File: config.mk
export PLATFORM = sky130hd
export DESIGN_NAME = array_access_ctrl
export DESIGN_NICKNAME = d
export VERILOG_FILES = /design/src/rtl/array_ctrl_pkg.sv /design/src/rtl/rr_arb2.sv /design/src/rtl/array_access_ctrl.sv
export SDC_FILE = /design/constraint.sdc
export NUM_CORES = 1
export LEC_CHECK = 0
export CAP_MARGIN = 10
export CORE_AREA = 2 2 119 121
export CTS_CLUSTER_DIAMETER = 30
export DETAILED_ROUTE_END_ITERATION = 10
export DIE_AREA = 0 0 121 123
export SLEW_MARGIN = 20
export SYNTH_ARGS = -nofsm -noshare
export SYNTH_HDL_FRONTEND = slang
export SYNTH_SLANG_ARGS = --single-unit
File: constraint.sdc
create_clock -name clock -period 5 [get_ports clock]
set_clock_uncertainty 0.2 [all_clocks]
set_input_delay 1.5 -clock clock [delete_from_list [all_inputs] [get_ports clock]]
set_output_delay 1.5 -clock clock [all_outputs]
set_load 0.005 [all_outputs]
File: src/rtl/array_ctrl_pkg.sv
// Shared constants and types for the array access controller and its arbiter.
// The optional post-reset array clear is enabled by defining ARRAY_INIT_CLEAR_EN.
package array_ctrl_pkg;

   localparam int DEPTH  = 128;
   localparam int WIDTH  = 51;
   localparam int ADDR_W = 7;

   typedef enum logic {
      S_INIT = 1'b0,
      S_RUN  = 1'b1
   } state_t;

   // Identifies which read requester owns an in-flight response.
   typedef logic req_id_t;
   localparam req_id_t REQ_R0 = 1'b0;
   localparam req_id_t REQ_R1 = 1'b1;

   function automatic logic [1:0] pickOne(input logic [1:0] req, input logic ptr);
      logic [1:0] gnt;
      gnt = 2'b00;
      if (req == 2'b11) begin
         gnt = ptr ? 2'b10 : 2'b01;
      end else begin
         gnt = req;
      end
      return gnt;
   endfunction

endpackage

File: src/rtl/rr_arb2.sv
// Two-way round-robin arbiter: combinational grant, pointer moves to the loser on contention.
// Part of array_access_ctrl (ARRAY_INIT_CLEAR_EN has no effect here).
module rr_arb2
   import array_ctrl_pkg::*;
(
   input  logic       clock,
   input  logic       reset,
   input  logic       enable,
   input  logic [1:0] req,
   output logic [1:0] grant
);

   logic rrPtr;

   assign grant = enable ? pickOne(req, rrPtr) : 2'b00;

   // Only real contention advances the pointer, so a lone requester never steals the next turn.
   always_ff @(posedge clock) begin
      if (reset) begin
         rrPtr <= 1'b0;
      end else if (enable && (req == 2'b11)) begin
         rrPtr <= ~rrPtr;
      end
   end

endmodule

File: src/rtl/array_access_ctrl.sv
// Read-port arbiter, response router and write pass-through for a 128x51 1R1W array macro.
// Define ARRAY_INIT_CLEAR_EN to zero the whole array after every reset before accepting traffic.
module array_access_ctrl
   import array_ctrl_pkg::*;
(
   input  logic              clock,
   input  logic              reset,
   input  logic              io_r0_req_valid,
   output logic              io_r0_req_ready,
   input  logic [ADDR_W-1:0] io_r0_req_addr,
   output logic              io_r0_resp_valid,
   output logic [WIDTH-1:0]  io_r0_resp_data,
   input  logic              io_r1_req_valid,
   output logic              io_r1_req_ready,
   input  logic [ADDR_W-1:0] io_r1_req_addr,
   output logic              io_r1_resp_valid,
   output logic [WIDTH-1:0]  io_r1_resp_data,
   input  logic              io_w_req_valid,
   output logic              io_w_req_ready,
   input  logic [ADDR_W-1:0] io_w_req_addr,
   input  logic [WIDTH-1:0]  io_w_req_data,
   output logic              io_init_done,
   output logic              sram_R0_en,
   output logic [ADDR_W-1:0] sram_R0_addr,
   input  logic [WIDTH-1:0]  sram_R0_data,
   output logic              sram_W0_en,
   output logic [ADDR_W-1:0] sram_W0_addr,
   output logic [WIDTH-1:0]  sram_W0_data,
   output logic              sram_W0_mask
);

   state_t            state;
   logic              run;
   logic [1:0]        grant;
   logic              clearWe;
   logic [ADDR_W-1:0] clearAddr;
   logic              rdPend;
   req_id_t           rdOwner;
   logic              bypHit;
   logic [WIDTH-1:0]  bypData;

`ifdef ARRAY_INIT_CLEAR_EN
   logic [ADDR_W-1:0] clearCnt;

   // Clear writes are registered, so the sweep finishes one cycle after the counter wraps.
   always_ff @(posedge clock) begin
      if (reset) begin
         state     <= S_INIT;
         clearCnt  <= '0;
         clearWe   <= 1'b0;
         clearAddr <= '0;
      end else begin
         case (state)
            S_INIT: begin
               if (clearWe && (clearAddr == ADDR_W'(DEPTH - 1))) begin
                  state   <= S_RUN;
                  clearWe <= 1'b0;
               end else begin
                  clearWe   <= 1'b1;
                  clearAddr <= clearCnt;
                  clearCnt  <= clearCnt + 1'b1;
               end
            end
            S_RUN: begin
               state   <= S_RUN;
               clearWe <= 1'b0;
            end
            default: state <= S_INIT;
         endcase
      end
   end
`else
   assign clearWe   = 1'b0;
   assign clearAddr = '0;

   always_ff @(posedge clock) begin
      state <= S_RUN;
   end
`endif

   // Gating with reset keeps every ready and enable low while reset is held.
   assign run          = (state == S_RUN) && !reset;
   assign io_init_done = run;

   rr_arb2 u_arb (
      .clock  (clock),
      .reset  (reset),
      .enable (run),
      .req    ({io_r1_req_valid, io_r0_req_valid}),
      .grant  (grant)
   );

   assign io_r0_req_ready = grant[0];
   assign io_r1_req_ready = grant[1];
   assign sram_R0_en      = |grant;
   assign sram_R0_addr    = grant[1] ? io_r1_req_addr : io_r0_req_addr;

   assign io_w_req_ready = run;
   assign sram_W0_en     = run ? io_w_req_valid : clearWe;
   assign sram_W0_addr   = run ? io_w_req_addr : clearAddr;
   assign sram_W0_data   = run ? io_w_req_data : '0;
   assign sram_W0_mask   = 1'b1;

   // A same-cycle write to the address being read is forwarded so the reader sees the new data.
   always_ff @(posedge clock) begin
      if (reset) begin
         rdPend  <= 1'b0;
         rdOwner <= REQ_R0;
         bypHit  <= 1'b0;
         bypData <= '0;
      end else begin
         rdPend  <= |grant;
         if (|grant) begin
            rdOwner <= grant[1] ? REQ_R1 : REQ_R0;
         end
         bypHit  <= (|grant) && io_w_req_valid && (io_w_req_addr == sram_R0_addr);
         bypData <= io_w_req_data;
      end
   end

   assign io_r0_resp_valid = rdPend && (rdOwner == REQ_R0) && !reset;
   assign io_r1_resp_valid = rdPend && (rdOwner == REQ_R1) && !reset;
   assign io_r0_resp_data  = bypHit ? bypData : sram_R0_data;
   assign io_r1_resp_data  = io_r0_resp_data;

endmodule
* Yosys cells after proc, flatten, opt, wreduce, memory -nomap -nowiden
Cells that the tools add are included.
** Storage, ports and cells
- Input bits :: 128
- Register bits after elaboration :: 55
- Word-level logic and storage cells :: 27
** Operators by class
- Reduce and logical (&&, ||, !) cells :: 9
- Mux-type cells :: 9
- Eq/ne operators :: 2
- Bitwise operators :: 2
** Operator list (number)
- 51-bit two-way mux :: 2
- 7-bit two-way mux :: 2
- 7-bit == test :: 1
- 1-bit logical AND :: 7
- 2-bit two-way mux :: 3
- 2-bit == test, second input constant :: 1
- 1-bit two-way mux :: 2
- 1-bit NOT :: 2
- 2-bit OR reduction :: 1
- 1-bit zero test :: 1

* Logic depth before layout (Yosys ltp)
- Depth after elaboration :: 6
- Gate-level depth with buffers :: 7

* By module
From an unflattened synthesis, not the netlist that was laid out.
** Unflattened totals
- Cells, all modules :: 270
- Area, all modules :: 2802.7 µm²
** Modules (own cells, without submodules)
- array_access_ctrl :: times used 1, area each 2730.1 µm², cells each 260
- rr_arb2 :: times used 1, area each 72.6 µm², cells each 10

* Worst setup path after synthesis
OpenSTA, ideal clock, no wires.
- Path type :: input-to-output
- From :: input io_r0_req_valid
- To :: output sram_R0_addr[0]
- Setup slack :: 0.706 ns
- Arrival time :: 2.594 ns
- Buffers on the path :: 1
- Cell stages on the path :: 5
- Required time :: 3.300 ns
- Path through :: nor2b_1 > or3b_4 > inv_2 > buf_4 > mux2_2
** Between the ends
- Cells in the longest elaborated chain, start to end :: 4
** RTL lines
- start: declaration :: RTL line array_access_ctrl.sv:8 : input logic io_r0_req_valid,
- 2-bit == test :: RTL line array_ctrl_pkg.sv:22 : if (req == 2'b11) begin
- 2-bit two-way mux :: RTL line array_ctrl_pkg.sv:22
- 2-bit two-way mux :: RTL line rr_arb2.sv:15 : assign grant = enable ? pickOne(req, rrPtr) : 2'b00;
- via io_r1_req_ready :: RTL line array_access_ctrl.sv:14 : output logic io_r1_req_ready,
- 7-bit two-way mux :: RTL line array_access_ctrl.sv:96 : assign sram_R0_addr = grant[1] ? io_r1_req_addr : io_r0_req_addr;
- end: declaration :: RTL line array_access_ctrl.sv:24 : output logic [ADDR_W-1:0] sram_R0_addr,
The timed path passes the listed nets, and every way through them passes these cells.

* Worst setup path in the final report
- From :: input io_r0_req_valid
- To :: output sram_R0_addr[0]
** Between the ends
- Cells in the longest elaborated chain, start to end :: 4
** RTL lines (RTL line)
- 2-bit == test :: array_ctrl_pkg.sv:22
- 2-bit two-way mux :: array_ctrl_pkg.sv:22
- 2-bit two-way mux :: rr_arb2.sv:15
- 7-bit two-way mux :: array_access_ctrl.sv:96
No other way between the ends.

==> impl_metrics.toml <==
[floorplan]
core.rowCount = 43
fp.dieW_microns = 121
io-pin-count = 304
chipHeight_microns = 123
dieArea_sq_um = 14900
start_util_pct = 21.2
coreArea_sq_um = 13600

[placed_design]
port_buffers = 302
dp_hpwl_mm = 9.17
dpl_worst_slack_ps = -155
gp_congestion = 0.751
dpl_cell_area_sq_um = 5730

[critical_path]
slowest_stage = "or3b_4"
regToRegEndpoint = "bypHit$_SDFF_PP0_"
crit_type = "in2out"
cp_data_arrival_time_ps = 3010
reg2reg_depth = 7
critPathRequiredTime_ps = 3300
reg2reg_from = "u_arb.rrPtr$_SDFFE_PP0P_"
crit_path_start_kind = "input pin"
startpoint = "io_r0_req_valid"
cp_max_fo = 5
cp_cell_sequence = "dlymetal6s2s_1 -> nor2b_1 -> or3b_4 -> buf_6 -> inv_4 -> mux2_2 -> dlygate4sd2_1"
crit_end = "sram_R0_addr[0]"
cp-end-kind = "output port"
reg2reg_slack_ps = 2990
slowest_delay_ps = 440

[power_and_ir_drop]
power_frac_comb_pct = 30.3
p_leak_nw = 2.24
p_clk_share_pct = 30.0
p_switching_w = 0.000283
sw_frac_of_total_pct = 24.0
power_density_nw_per_um2 = 200
seqPwrFrac_pct = 39.7
irDropWorstVdd_v = 0.000109
p_int_w = 0.000897

[logic_synthesis]
netlist.area_leader.share_pct = 38.2
synth_area_per_cell_sq_um = 10.0
syn_inst = 288
synth_area_sq_um = 2880
synthTopCellsByCount = "nor2b_1 (58), mux2_2 (57), dfxtp_1 (55)"
syn_nets = 416
synth_cell_type_count = 32
synth_ff_type = "dfxtp_1"
ys_seq_area_share_pct = 38.2
yosysTopAreaCell = "dfxtp_1"
yosysMostFrequentCell = "nor2b_1"
synth_seq_cells = 55
synth-edff-count = 0
synth_warnings = 0
synthTopCellsByArea = "dfxtp_1 (38%), mux2_2 (22%), buf_4 (14%)"
async_reset_ff_share_pct = 0

[drt]
drc = 0
dr.pass1.iters = 4
vias_per_cell = 4.01
drt_iter0_drc = 39
ant_nets = 0
totalWireLength_mm = 11.4
vias = 2888
wl_per_cell_microns = 15.8

[finish]
n_fill_cell = 1347
n_antenna_cell = 0
area.growth.synth_to_final_pct = 105
drive_above_1_share_pct = 15.0
nets = 667
final_util_pct = 43.3
design_area_sq_um = 5900

[global_routing]
grt_pass1_wl_mm = 16.2
antenna_found_initial = 0
grt_overflow_total = 0
grt_pass1_vias = 2993
grt_util_all_layers_pct = 14.3
grt_start_max_net_pins = 66

[timing]
rsz0062_at_grt = "false"
drv_slew = 0
min_period_over_period_pct = 94.2
fin_ws_ps = 292
slew-limit-headroom_pct = 53.4
fmax_mhz = 212
finalCriticalPeriod_ps = 4710
setup-tns-final_ps = 0
tightest_slew_ps = 700
hold_ws_ps = 330
setup_violations = 0
hold_viol = 0

[clock_tree]
h-tree-depth = 2
clockRootBuffer = "clkbuf_16"
cts_hold_buf = 0
clk_path_buf_depth = 2
clkTransAtPathRegs_ps = 70
cts_tree = "built"
cts_made_buffers = 5
clk-insertion-delay-late_ps = 290
cts.sinks = 55

[flow_run]
drv_cap = 0

[hold_path]
hp-start = "u_arb.rrPtr$_SDFFE_PP0P_"
hold_path_class = "reg2reg"

[outcome]
status = "finished, final reports clean"
-- sequential cells by signal, indices dropped and copies added (netlist names) --
| signal | flops |
|---|---|
| rdOwner | 1 |
| u_arb.rrPtr | 1 |
| bypData | 51 |
| rdPend | 1 |
| bypHit | 1 |
-- per-stage QoR --
step	instances	total power (W)
2_1_floorplan	288	0.000596
3_3_place_gp	710	0.000838
3_5_place_dp	710	0.000840
4_1_cts	720	0.00121
5_1_grt	720	0.00125
6_report	720	0.00118
-- power groups by stage --
stage / Combinational (W) / Clock (W) / Sequential, W
floorplan: 0.000120 / 0 / 0.000475
global placement: 0.000361 / 0 / 0.000478
detailed placement: 0.000362 / 0 / 0.000479
CTS: 0.000364 / 0.000376 / 0.000469
global route: 0.000384 / 0.000390 / 0.000471
finish: 0.000358 / 0.000354 / 0.000468
-- what timing repair did --
| action | in CTS | in global routing |
|---|---|---|
| gates cloned | 1 | 0 |
| gates resized for setup | 11 | 2 |
| setup endpoints to repair | 7 | 1 |
| pin swaps | 0 | 1 |
| setup buffers | 1 | 0 |
-- cell type report --
| cell class | count | area [sq um] | area share (%) |
|---|---|---|---|
| clock inverter | 3 | 18.8 | 0.318 |
| sequential | 55 | 1100 | 18.7 |
| inverter | 7 | 33.8 | 0.573 |
| timing repair buffer | 310 | 3090 | 52.4 |
| timing repair inverter | 1 | 6.26 | 0.106 |
| tap | 180 | 225 | 3.82 |
| multi-input combinational | 159 | 1300 | 22.0 |
| clock buffer | 5 | 125 | 2.12 |
-- per-layer routing --
layer | vias up | GRT usage, % | part of all wire [%]
li1 | 1389 | - | -
met1 | 1320 | 14.8 | 35
met2 | 169 | 27.2 | 53
met3 | 10 | 4.98 | 9.9
met4 | 0 | 4.51 | 1.3
met5 | - | 0 | 0
-- how the worst min path moves through the flow --
stage,slack [ps],endpoint,cells past startpoint
after global routing,350,rdOwner$_SDFFE_PP0N_,2
after floorplan,270,rdOwner$_SDFFE_PP0N_,2
after detailed placement,320,rdOwner$_SDFFE_PP0N_,2
final,330,rdOwner$_SDFFE_PP0N_,2
after global placement,310,rdOwner$_SDFFE_PP0N_,2
after CTS,330,rdOwner$_SDFFE_PP0N_,2
-- critical path: cells and delay by family --
kind	cells	cell delay [ps]
muxes	1	330
buffers and inverters	4	610
and+or+nand+nor	2	570
-- cells by family after synthesis --
logic type / after synthesis / synth area share, %
AND/OR/NAND/NOR: 82 / 17.0
buffers and inverters: 74 / 16.7
multiplexers: 57 / 22.3
flip-flops: 55 / 38.2
AO/OA/AOI/OAI: 13 / 3.78
XOR/XNOR: 6 / 1.83
other: 1 / 0.130
-- placed cells by master (no fill, tap or decap), types with 2 or more instances in the layout --
master,count
mux2_2,57
inv_1,6
dfxtp_1,54
nor2_1,8
or2_1,2
clkdlybuf4s50_1,292
buf_4,6
clkbuf_16,5
a21oi_1,2
nand3_1,2
clkinv_2,2
nand2_1,4
dlymetal6s2s_1,2
xor2_1,3
xnor2_1,3
o21ai_0,3
dlygate4sd2_1,7
nor2b_1,58
(Power assumes the default switching activity.)
